<file path="config.mk">
export PLATFORM = sky130hd
export DESIGN_NAME = gpio_ctrl
export DESIGN_NICKNAME = d
export VERILOG_FILES = /design/src/rtl/gpio_ctrl.sv
export SDC_FILE = /design/constraint.sdc
export NUM_CORES = 1
export LEC_CHECK = 0
export CAP_MARGIN = 10
export CORE_MARGIN = 3
export CORE_UTILIZATION = 49
export CTS_CLUSTER_DIAMETER = 60
export CTS_CLUSTER_SIZE = 20
export DETAILED_ROUTE_END_ITERATION = 12
export HOLD_SLACK_MARGIN = 0.1
export PLACE_DENSITY = 0.8
export SLEW_MARGIN = 30
export SYNTH_ARGS = -nofsm -noshare
export SYNTH_HDL_FRONTEND = slang
export SYNTH_SLANG_ARGS = --single-unit
</file>
<file path="constraint.sdc">
create_clock -name clk -period 7.8 [get_ports clk]
set_input_delay 2.34 -clock clk [delete_from_list [all_inputs] [get_ports clk]]
set_output_delay 2.34 -clock clk [all_outputs]
set_load 0.01 [all_outputs]
</file>
<file path="src/rtl/gpio_ctrl.sv">
// gpio_ctrl: memory-mapped switch/key/LED controller with sticky key events and a maskable irq.
// Define GPIO_DEBOUNCE_EN to build the per-key debounce counters; otherwise keys follow the synchroniser.
module gpio_ctrl #(
    parameter logic [31:0] BASE_ADDR    = 32'h0000_7F50,
    parameter int          SW_GROUPS    = 8,
    parameter int          KEY_W        = 8,
    parameter int          LED_W        = 32,
    parameter int          DEBOUNCE_CYC = 20000
) (
    input  logic                   clk,
    input  logic                   reset,
    input  logic [31:0]            addr_in,
    input  logic [31:0]            data_in,
    input  logic [3:0]             byteen,
    output logic [31:0]            data_out,
    input  logic [8*SW_GROUPS-1:0] dip_sw_n,
    input  logic [KEY_W-1:0]       key_n,
    output logic [LED_W-1:0]       led_n,
    output logic                   irq
);
    logic [8*SW_GROUPS-1:0] sw_s1, sw_s2;
    logic [KEY_W-1:0] key_s1, key_s2, key_lvl, rise, edge_flags, irq_mask, clr;
    logic [LED_W-1:0] led;
    logic [29:0] word;
    logic [31:0] bm;
    logic [63:0] sw_all;
    logic in_win, wr, unused_bits;

    assign word   = addr_in[31:2] - BASE_ADDR[31:2];
    assign in_win = word < 30'd6;
    assign wr     = in_win && |byteen;
    assign bm     = {{8{byteen[3]}}, {8{byteen[2]}}, {8{byteen[1]}}, {8{byteen[0]}}};
    assign clr    = (wr && word == 30'd3) ? data_in[KEY_W-1:0] & bm[KEY_W-1:0] : '0;
    assign sw_all = 64'(~sw_s2);
    assign led_n  = ~led;
    assign unused_bits = ^{addr_in[1:0], data_in, bm, DEBOUNCE_CYC > 1};

    always_ff @(posedge clk) begin
        if (reset) begin
            sw_s1  <= '0;
            sw_s2  <= '0;
            key_s1 <= '0;
            key_s2 <= '0;
        end else begin
            sw_s1  <= dip_sw_n;
            sw_s2  <= sw_s1;
            key_s1 <= key_n;
            key_s2 <= key_s1;
        end
    end

`ifdef GPIO_DEBOUNCE_EN
    localparam int CW = $clog2(DEBOUNCE_CYC);
    logic [KEY_W-1:0] stable, stable_nxt, key_sync;
    logic [CW-1:0] cnt [KEY_W];
    logic [CW-1:0] cnt_nxt [KEY_W];

    assign key_sync = ~key_s2;

    // Any agreement with the accepted level restarts the count, so short glitches never land.
    always_comb begin
        for (int i = 0; i < KEY_W; i++) begin
            cnt_nxt[i]    = (key_sync[i] != stable[i] && cnt[i] != CW'(DEBOUNCE_CYC - 1)) ? cnt[i] + 1'b1 : '0;
            stable_nxt[i] = (key_sync[i] != stable[i] && cnt[i] == CW'(DEBOUNCE_CYC - 1)) ? key_sync[i] : stable[i];
        end
    end

    always_ff @(posedge clk) begin
        if (reset) begin
            stable <= '0;
            cnt    <= '{default: '0};
        end else begin
            stable <= stable_nxt;
            cnt    <= cnt_nxt;
        end
    end

    assign key_lvl = stable;
    assign rise    = stable_nxt & ~stable;
`else
    assign key_lvl = ~key_s2;
    assign rise    = ~key_s1 & key_s2;
`endif

    always_ff @(posedge clk) begin
        if (reset) begin
            led        <= '0;
            irq_mask   <= '0;
            edge_flags <= '0;
            irq        <= 1'b0;
        end else begin
            if (wr && word == 30'd4)
                led <= (led & ~bm[LED_W-1:0]) | (data_in[LED_W-1:0] & bm[LED_W-1:0]);
            if (wr && word == 30'd5)
                irq_mask <= (irq_mask & ~bm[KEY_W-1:0]) | (data_in[KEY_W-1:0] & bm[KEY_W-1:0]);
            edge_flags <= (edge_flags & ~clr) | rise;
            irq        <= |(edge_flags & irq_mask);
        end
    end

    always_comb begin
        data_out = !in_win          ? '0 :
                   word == 30'd0    ? sw_all[31:0] :
                   word == 30'd1    ? sw_all[63:32] :
                   word == 30'd2    ? 32'(key_lvl) :
                   word == 30'd3    ? 32'(edge_flags) :
                   word == 30'd4    ? 32'(led) : 32'(irq_mask);
    end
endmodule

</file>
==> results_dict.tcl, run 1 <==
set metrics [dict create \
    power_leakage_nw 4.54 \
    die_area_um2 17500 \
    hold_depth 1 \
    finalCritPeriodShare_pct 99.0 \
    setup_viol 0 \
    layout.cells.non_filler 1257 \
    max_freq_ghz 0.129 \
    clkSinkCount 193 \
    synth_cell_types 61 \
    cap_violations 0 \
    grt_overflow 0 \
    hold_viol 0 \
    avgSynthCellArea_um2 9.71 \
    vdd_drop_max_mv 0.155 \
    cts_buffers 17 \
    hold_buffers 0 \
    syn_area_um2 7800 \
    drcViolationCount 0 \
    clk_latency_ps 420 \
    viasPerCell 5.05 \
    io_pins 207 \
    p_total_mw 2.05 \
    drive_gt1_share_pct 15.5 \
    yosys.area.top_type "dfxtp_1" \
    crit_path_top_delay_cell "or4_4" \
    syn_inst 803 \
    clk_path_buf_depth 2 \
    ys_warn_count 0 \
    drt_iter0_markers 342 \
    cp_max_fo 8 \
    drt_first_pass_iters 4 \
    ff2ff_path_depth 2 \
    clkSlewWorstSetupHoldPaths_ps 70 \
    min-delay-path-class "reg -> reg" \
    fp.dieW_um 132 \
    initial_core_util_pct 50.7 \
    placed_cells 1220 \
    setup_tns_ps 0 \
    final_core_util_pct 71.6 \
    vias 6345 \
    synth_edf_count 0 \
    grt_use_total_pct 21.9 \
    grt_pass1_vias 6058 \
    post-route-min-period_ps 7720 \
    start_kind "input port" \
    synthArstFlopShare_pct 0 \
    rsz0062_at_grt "yes" \
    syn_to_final_growth_pct 41.1 \
    p_comb_share_pct 7.9 \
    synth.area.top_cells "dfxtp_1 (50%), nor2b_1 (12%), mux2i_1 (5.3%)" \
    coreArea_um2 15400 \
    crit_type "in -> out" \
    post-dp-hpwl_um 14000 \
    ys_seq_area_share_pct 49.6 \
    clock-root-buffer "clkbuf_16" \
    worst-slew-pin-transition_ps 885 \
    fp.dieH_um 132 \
    gp_congestion 0.942 \
    report.final.slew_viol_count 0 \
    cts.htree.levels 4 \
    pwr-share-seq_pct 50.4 \
    wl_per_cell_um 15.7 \
    outcome "completed" \
    critPathMaxStageDelay_ps 530 \
    p_int_mw 1.58 \
    n_antenna_cell 0 \
    holdWs_ps 434 \
    dp_slack_ps -510 \
    place.port_buffers 204 \
    synth_top_area_share_pct 49.6 \
    nets 1178 \
    worstSetupEndpointType "output pin" \
    drt_wl_total_um 19700 \
    synth-main-ff-cell "dfxtp_1" \
    antenna_found_initial 2 \
    postLayoutSetupSlackWorst_ps 76.9 \
    synth-seq-cells 193 \
    swShare_pct 22.6 \
    grt_max_degree 102 \
    critPathArrivalTime_ps 5380 \
    rows 45 \
    p_per_area_nw_per_um2 186 \
    cp_data_required_time_ps 5460 \
    p_sw_mw 0.463 \
    antenna_left 0 \
    cts_tree "built" \
    grt_first_pass_wirelength_um 31200 \
    cp_cell_sequence "clkdlybuf4s50_1 -> or4_4 -> a2111o_1 -> a22o_4 -> nor4_4 -> buf_4 -> nand4_1 -> buf_6 -> nand2_1 -> a21oi_1 -> o31a_1 -> dlygate4sd2_1" \
    synth_nets 948 \
    clkPwrFrac_pct 41.7 \
    dpl_cell_area_um2 10300 \
    final_area_um2 11000 \
    finClkSkew_ps 6.06 \
    slew_headroom_pct 41.0 \
]
## timing repair
item	CTS	global route
setup buffers	2	2
pin swaps	5	6
endpoints found under the setup margin	32	32
cloned	0	1
resized for setup	51	58
## power groups by stage
| stage | sequential [mW] | clock [mW] | combinational (mW) |
|---|---|---|---|
| 2_1_floorplan | 1.05 | 0 | 0.0620 |
| 3_3_place_gp | 1.05 | 0 | 0.154 |
| 3_5_place_dp | 1.05 | 0 | 0.156 |
| 4_1_cts | 1.03 | 0.866 | 0.159 |
| 5_1_grt | 1.04 | 0.906 | 0.175 |
| 6_report | 1.03 | 0.852 | 0.161 |
## metal layers
metal / GRT usage [%] / wire, um / vias up
li1: - / - / 3195
met1: 28.1 / 8660 / 2903
met2: 35.5 / 9370 / 218
met3: 6.37 / 1380 / 25
met4: 7.47 / 281 / 4
met5: 0 / 31 / -
## cell usage after synthesis, drive strengths merged (4+ instances only)
master / number
nor2: 93
a211oi: 48
o31a: 9
nor3: 14
mux2i: 41
a221oi: 8
nand3b: 4
nor2b: 156
a21oi: 20
nor4: 4
nand4: 5
and3: 13
dfxtp: 193
clkbuf: 33
buf: 18
a22oi: 4
nand3: 16
inv: 37
nand2: 15
nor3b: 6
o21ai: 13
o211ai: 11
## placed cells by master, fill, tap and decap left out, types with 18 or more instances in the layout
cell type        instances
a211oi_1                25
a211oi_2                23
a21oi_1                 20
buf_4                   52
clkbuf_16               18
clkdlybuf4s50_1        166
dfxtp_1                193
inv_1                   35
mux2i_1                 41
nor2_1                  92
nor2b_1                155
## path summary, 6_finish.rpt
path,from,to,slack [ps]
worst max-delay path,addr_in[7],data_out[1],80
worst min-delay path,sw_s1[41]$_SDFF_PP0_,sw_s2[41]$_SDFF_PP0_,430
worst max register to register,edge_flags[7]$_SDFF_PP0_,irq$_SDFF_PP0_,6910
worst min register to register,sw_s1[41]$_SDFF_PP0_,sw_s2[41]$_SDFF_PP0_,430
## cell type report
cell class	count	area, um^2
sequential	193	3860
multi-input combinational	522	3670
timing repair buffer	262	2480
clock inverter	13	144
inverter	37	139
fill	1163	4370
clock buffer	19	443
tap	211	264
## cells by family after synthesis
logic type / Yosys count / synth area share [%]
compound gates: 131 / 13.6
xor+xnor: 3 / 0.337
fa+ha+maj: 4 / 0.610
buf+inv: 88 / 4.89
flops: 193 / 49.6
mux: 41 / 5.26
simple gates: 343 / 25.8
## critical path: cells and delay by family
family	cells	cell delay, ps
AO/OA/AOI/OAI	4	1050
buffers and inverters	4	1020
AND/OR/NAND/NOR	4	960
Note: power is estimated with default switching activity, not from simulation.
==> inputs of run 2 (changes only) <==
SETUP_SLACK_MARGIN = 0.2   (was unset)
==> results_dict.tcl, run 2 (synthesized netlist as in run 1, its figures left out) <==
set metrics [dict create \
    outcome "completed" \
    postLayoutSetupSlackWorst_ps 257 \
    dpl_cell_area_um2 10300 \
    final_core_util_pct 73.4 \
    clk_latency_ps 430 \
    coreArea_um2 15400 \
    finalCritPeriodShare_pct 96.7 \
    cap_violations 0 \
    max_freq_ghz 0.133 \
    antenna_found_initial 2 \
    critPathMaxStageDelay_ps 430 \
    n_antenna_cell 0 \
    viasPerCell 5.14 \
    holdWs_ps 434 \
    worst-slew-pin-transition_ps 886 \
    placed_cells 1220 \
    crit_path_top_delay_cell "clkdlybuf4s50_1" \
    wl_per_cell_um 16.9 \
    grt_pass1_vias 6124 \
    layout_commonest_cell "dfxtp_1" \
    drive_gt1_share_pct 21.4 \
    cp_cell_sequence "clkdlybuf4s50_1 -> and4_4 -> o211a_4 -> maj3_1 -> a211o_4 -> nor4_2 -> nand4_1 -> buf_6 -> buf_16 -> nor2_1 -> a211oi_1 -> a211oi_1 -> buf_2" \
    final_cell_mix "dfxtp_1 (193), clkdlybuf4s50_1 (160), nor2b_1 (155), nor2_1 (86), buf_4 (49)" \
    post-dp-hpwl_um 14000 \
    grt_overflow 0 \
    die_area_um2 17500 \
    place.port_buffers 204 \
    io_pins 207 \
    grt_max_degree 102 \
    cts_tree "built" \
    gp_congestion 0.942 \
    grt_use_total_pct 22.8 \
    nets 1189 \
    initial_core_util_pct 50.7 \
    worstSetupEndpointType "output pin" \
    dp_slack_ps -510 \
    rows 45 \
    post-route-min-period_ps 7540 \
    drt_first_pass_iters 5 \
    cts_buffers 17 \
    fp.dieW_um 132 \
    vias 6516 \
    rsz0062_at_grt "no" \
    report.final.slew_viol_count 0 \
    grt_first_pass_wirelength_um 32100 \
    p_per_area_nw_per_um2 182 \
    min-delay-path-class "reg -> reg" \
    drcViolationCount 0 \
    setup_viol 0 \
    cts.htree.levels 4 \
    crit_type "in -> out" \
    nFillCells 1110 \
    start_kind "input port" \
    syn_to_final_growth_pct 44.8 \
    cp_max_fo 6 \
    cp_data_required_time_ps 5460 \
    drt_iter0_markers 385 \
    vdd_drop_max_mv 0.155 \
    cp_common_cell "a211oi_1" \
    clkSlewWorstSetupHoldPaths_ps 70 \
    clock-root-buffer "clkbuf_16" \
    clk_path_buf_depth 2 \
    finClkSkew_ps 7.87 \
    fp.dieH_um 132 \
    slew_headroom_pct 41.0 \
    antenna_left 0 \
    layout.cells.non_filler 1268 \
    clkSinkCount 193 \
    hold_viol 0 \
    drt_wl_total_um 21400 \
    final_area_um2 11300 \
    power_leakage_nw 4.74 \
    critPathArrivalTime_ps 5200 \
]
-- run 2: changes by cell type in the layout (fill, tap and decap cells not counted), moves of 6 or more --
cell and delta:
buf_6 +8, o21ai_0 -9, clkdlybuf4s50_1 -6, nor2_1 -6
clkdlybuf4s15_1 -15, dlygate4sd2_1 -6, buf_2 +25
-- run 2: path summary, 6_finish.rpt --
path | from | to | cells past startpoint | slack [ps]
worst max-delay path | addr_in[11] | data_out[9] | 13 | 260
worst min-delay path | sw_s1[41]$_SDFF_PP0_ | sw_s2[41]$_SDFF_PP0_ | 1 | 430
worst max register to register | edge_flags[7]$_SDFF_PP0_ | irq$_SDFF_PP0_ | 2 | 6920
worst min register to register | sw_s1[41]$_SDFF_PP0_ | sw_s2[41]$_SDFF_PP0_ | 1 | 430
-- run 2: metrics by stage --
step | power, mW | setup TNS (ps)
2_1_floorplan | 1.11 | 0
3_3_place_gp | 1.21 | -12040
3_5_place_dp | 1.21 | -14240
4_1_cts | 2.06 | 0
5_1_grt | 2.12 | 0
6_report | 2.06 | 0
-- run 2: layout make-up --
| type | instances | area (um^2) | share of cell area, % |
|---|---|---|---|
| Sequential cell | 193 | 3860 | 34.2 |
| Multi-Input combinational cell | 523 | 3860 | 34.2 |
| Timing Repair Buffer | 272 | 2570 | 22.8 |
| Tap cell | 211 | 264 | 2.34 |
| Clock inverter | 13 | 144 | 1.27 |
| Clock buffer | 19 | 443 | 3.92 |
| Inverter | 37 | 139 | 1.23 |
-- run 2: critical path, delay by kind of cell --
family,cells,cell delay [ps]
adder cells (fa/ha/maj),1,370
AND/OR/NAND/NOR,4,760
AO/OA/AOI/OAI,4,770
buffers and inverters,4,960
-- run 2: repair_timing --
action                                  in CTS  in global routing
setup buffers                                5                  4
gates resized for setup                    142                 88
pin swaps                                   11                 32
endpoints found under the setup margin      32                 32
hold buffers                                 0                  0
cloned                                       2                  5
-- run 2: layer usage --
| metal | GRT usage (%) | part of all wire [%] |
|---|---|---|
| met4 | 7.70 | 1.7 |
| met1 | 29.5 | 44 |
| met5 | 0 | 0.16 |
| met2 | 36.4 | 47 |
| met3 | 6.76 | 7.0 |
-- run 2: power by group --
part | internal [mW] | switching, mW | leakage (nW) | total, mW
sequential | 1.02 | 0.0121 | 1.59 | 1.03
combinational | 0.102 | 0.0642 | 2.87 | 0.166
clock | 0.461 | 0.396 | 0.278 | 0.857
==> inputs of run 3 (changes only) <==
CORE_MARGIN = unset   (was 3)
RECOVER_POWER = 50   (was unset)
==> results_dict.tcl, run 3 (synthesized netlist as in run 1, its figures left out) <==
set metrics [dict create \
    clkSinkCount 193 \
    setup_viol 0 \
    start_kind "input port" \
    crit_type "in -> out" \
    drcViolationCount 0 \
    min-delay-path-class "reg -> reg" \
    critPathMaxStageDelay_ps 480 \
    dpl_cell_area_um2 10300 \
    fp.dieH_um 128 \
    cap_violations 2 \
    p_per_area_nw_per_um2 186 \
    violations "capacitance limit, slew limit" \
    grt_max_degree 101 \
    drt_wl_total_um 20600 \
    rows 45 \
    post-dp-hpwl_um 13500 \
    outcome "finished with violations" \
    cts.htree.levels 4 \
    clk_path_buf_depth 2 \
    max_freq_ghz 0.132 \
    drt_iter0_markers 310 \
    hold_viol 0 \
    finalCritPeriodShare_pct 96.9 \
    final_cell_mix "dfxtp_1 (193), nor2b_1 (155), clkdlybuf4s50_1 (153), nor2_1 (91), buf_4 (50)" \
    p_total_mw 2.11 \
    clock-root-buffer "clkbuf_16" \
    clkSlewWorstSetupHoldPaths_ps 80 \
    worstSetupEndpointType "output pin" \
    syn_to_final_growth_pct 45.3 \
    finClkSkew_ps 14.0 \
    antenna_found_initial 2 \
    worst-slew-pin-transition_ps 3830 \
    grt_overflow 0 \
    post-route-min-period_ps 7560 \
    grt_pass1_vias 6177 \
    critPathArrivalTime_ps 5220 \
    vdd_drop_max_mv 0.173 \
    slew_headroom_pct -155 \
    power_leakage_nw 4.74 \
    grt_use_total_pct 25.1 \
    cp_cell_sequence "clkdlybuf4s50_1 -> buf_4 -> nor3_4 -> buf_4 -> o2111ai_2 -> nand4_1 -> o31ai_4 -> a21o_4 -> buf_4 -> and4_1 -> buf_12 -> a211oi_1 -> a211oi_2 -> clkdlybuf4s15_2" \
    coreArea_um2 15400 \
    cts_tree "built" \
    io_pins 207 \
    hold_buffers 0 \
    report.final.slew_viol_count 196 \
    layout_commonest_cell "dfxtp_1" \
    grt_first_pass_wirelength_um 31600 \
    cp_max_fo 24 \
    drt_first_pass_iters 5 \
    rsz0062_at_grt "yes" \
    gp_congestion 0.904 \
    fp.dieW_um 128 \
    vias 6494 \
    crit_path_top_delay_cell "clkdlybuf4s50_1" \
    antenna_left 0 \
    cp_data_required_time_ps 5460 \
    die_area_um2 16400 \
    final_area_um2 11300 \
    routedLengthMet1_um 9080 \
    cts_buffers 17 \
    top_layer "met4" \
    wl_met2_um 9890 \
    viasPerCell 5.11 \
    clk_latency_ps 440 \
    drive_gt1_share_pct 18.9 \
    met3_length_um 1290 \
    cp_common_cell "buf_4" \
    place.port_buffers 204 \
    nets 1189 \
    wl_per_cell_um 16.3 \
    initial_core_util_pct 50.7 \
]
## run 3: changes by cell type in the layout (fill, tap and decap cells not counted), moves of 4 or more
cell	change
nor2_4	-4
o21ai_2	-4
clkdlybuf4s15_2	+9
o21ai_0	+6
clkbuf_2	-4
nor2_1	+5
dlygate4sd2_1	+7
buf_2	-14
clkbuf_16	-4
clkdlybuf4s15_1	+6
clkdlybuf4s50_1	-7
## run 3: worst paths after layout
path | depth (start not counted) | from | slack (ps) | endpoint
max | 14 | addr_in[17] | 240 | data_out[12]
min | 1 | sw_s1[18]$_SDFF_PP0_ | 430 | sw_s2[18]$_SDFF_PP0_
max reg2reg | 2 | edge_flags[7]$_SDFF_PP0_ | 6900 | irq$_SDFF_PP0_
min reg2reg | 1 | sw_s1[18]$_SDFF_PP0_ | 430 | sw_s2[18]$_SDFF_PP0_
## run 3: area by class of cell
type	instances	area (um^2)
Inverter	37	144
Fill cell	1099	4040
Antenna cell	2	5.00
Sequential cell	193	3860
Clock inverter	15	205
Timing Repair Buffer	272	2620
Multi-Input combinational cell	523	3810
Clock buffer	17	425
Tap cell	211	264
## run 3: per-stage QoR
step	TNS (ps)	utilization (%)	cells	hold WS (ps)	worst slack, ps
3_5_place_dp	-13450	66.7	1216	420	-467
2_1_floorplan	0	-	803	414	548
3_3_place_gp	-11790	66.7	1216	416	-423
5_1_grt	0	73.7	1268	447	110
4_1_cts	0	72.5	1260	431	200
6_report	0	73.7	1270	427	241
## run 3: timing repair
| item | 4_1_cts | 5_1_grt |
|---|---|---|
| buffers inserted | 9 | 8 |
| endpoints found under the setup margin | 32 | 32 |
| cloned | 3 | 0 |
| pin swaps | 17 | 18 |
| hold endpoints to repair | 0 | 0 |
| resized for setup | 153 | 47 |
## run 3: worst max-delay path: cells and delay by family
kind	cells	cell delay (ps)
simple gates	3	560
compound gates	5	910
buf+inv	6	1390
## run 3: per-layer routing
metal,vias up,track usage [%]
met5,-,0
met4,0,9.90
met3,31,6.30
met2,209,41.4
met1,3031,31.6
li1,3223,-
## run 3: report_power, final
part	total, mW	internal [mW]	switching [mW]
combinational	0.168	0.102	0.0655
sequential	1.03	1.02	0.0116
clock	0.910	0.471	0.440
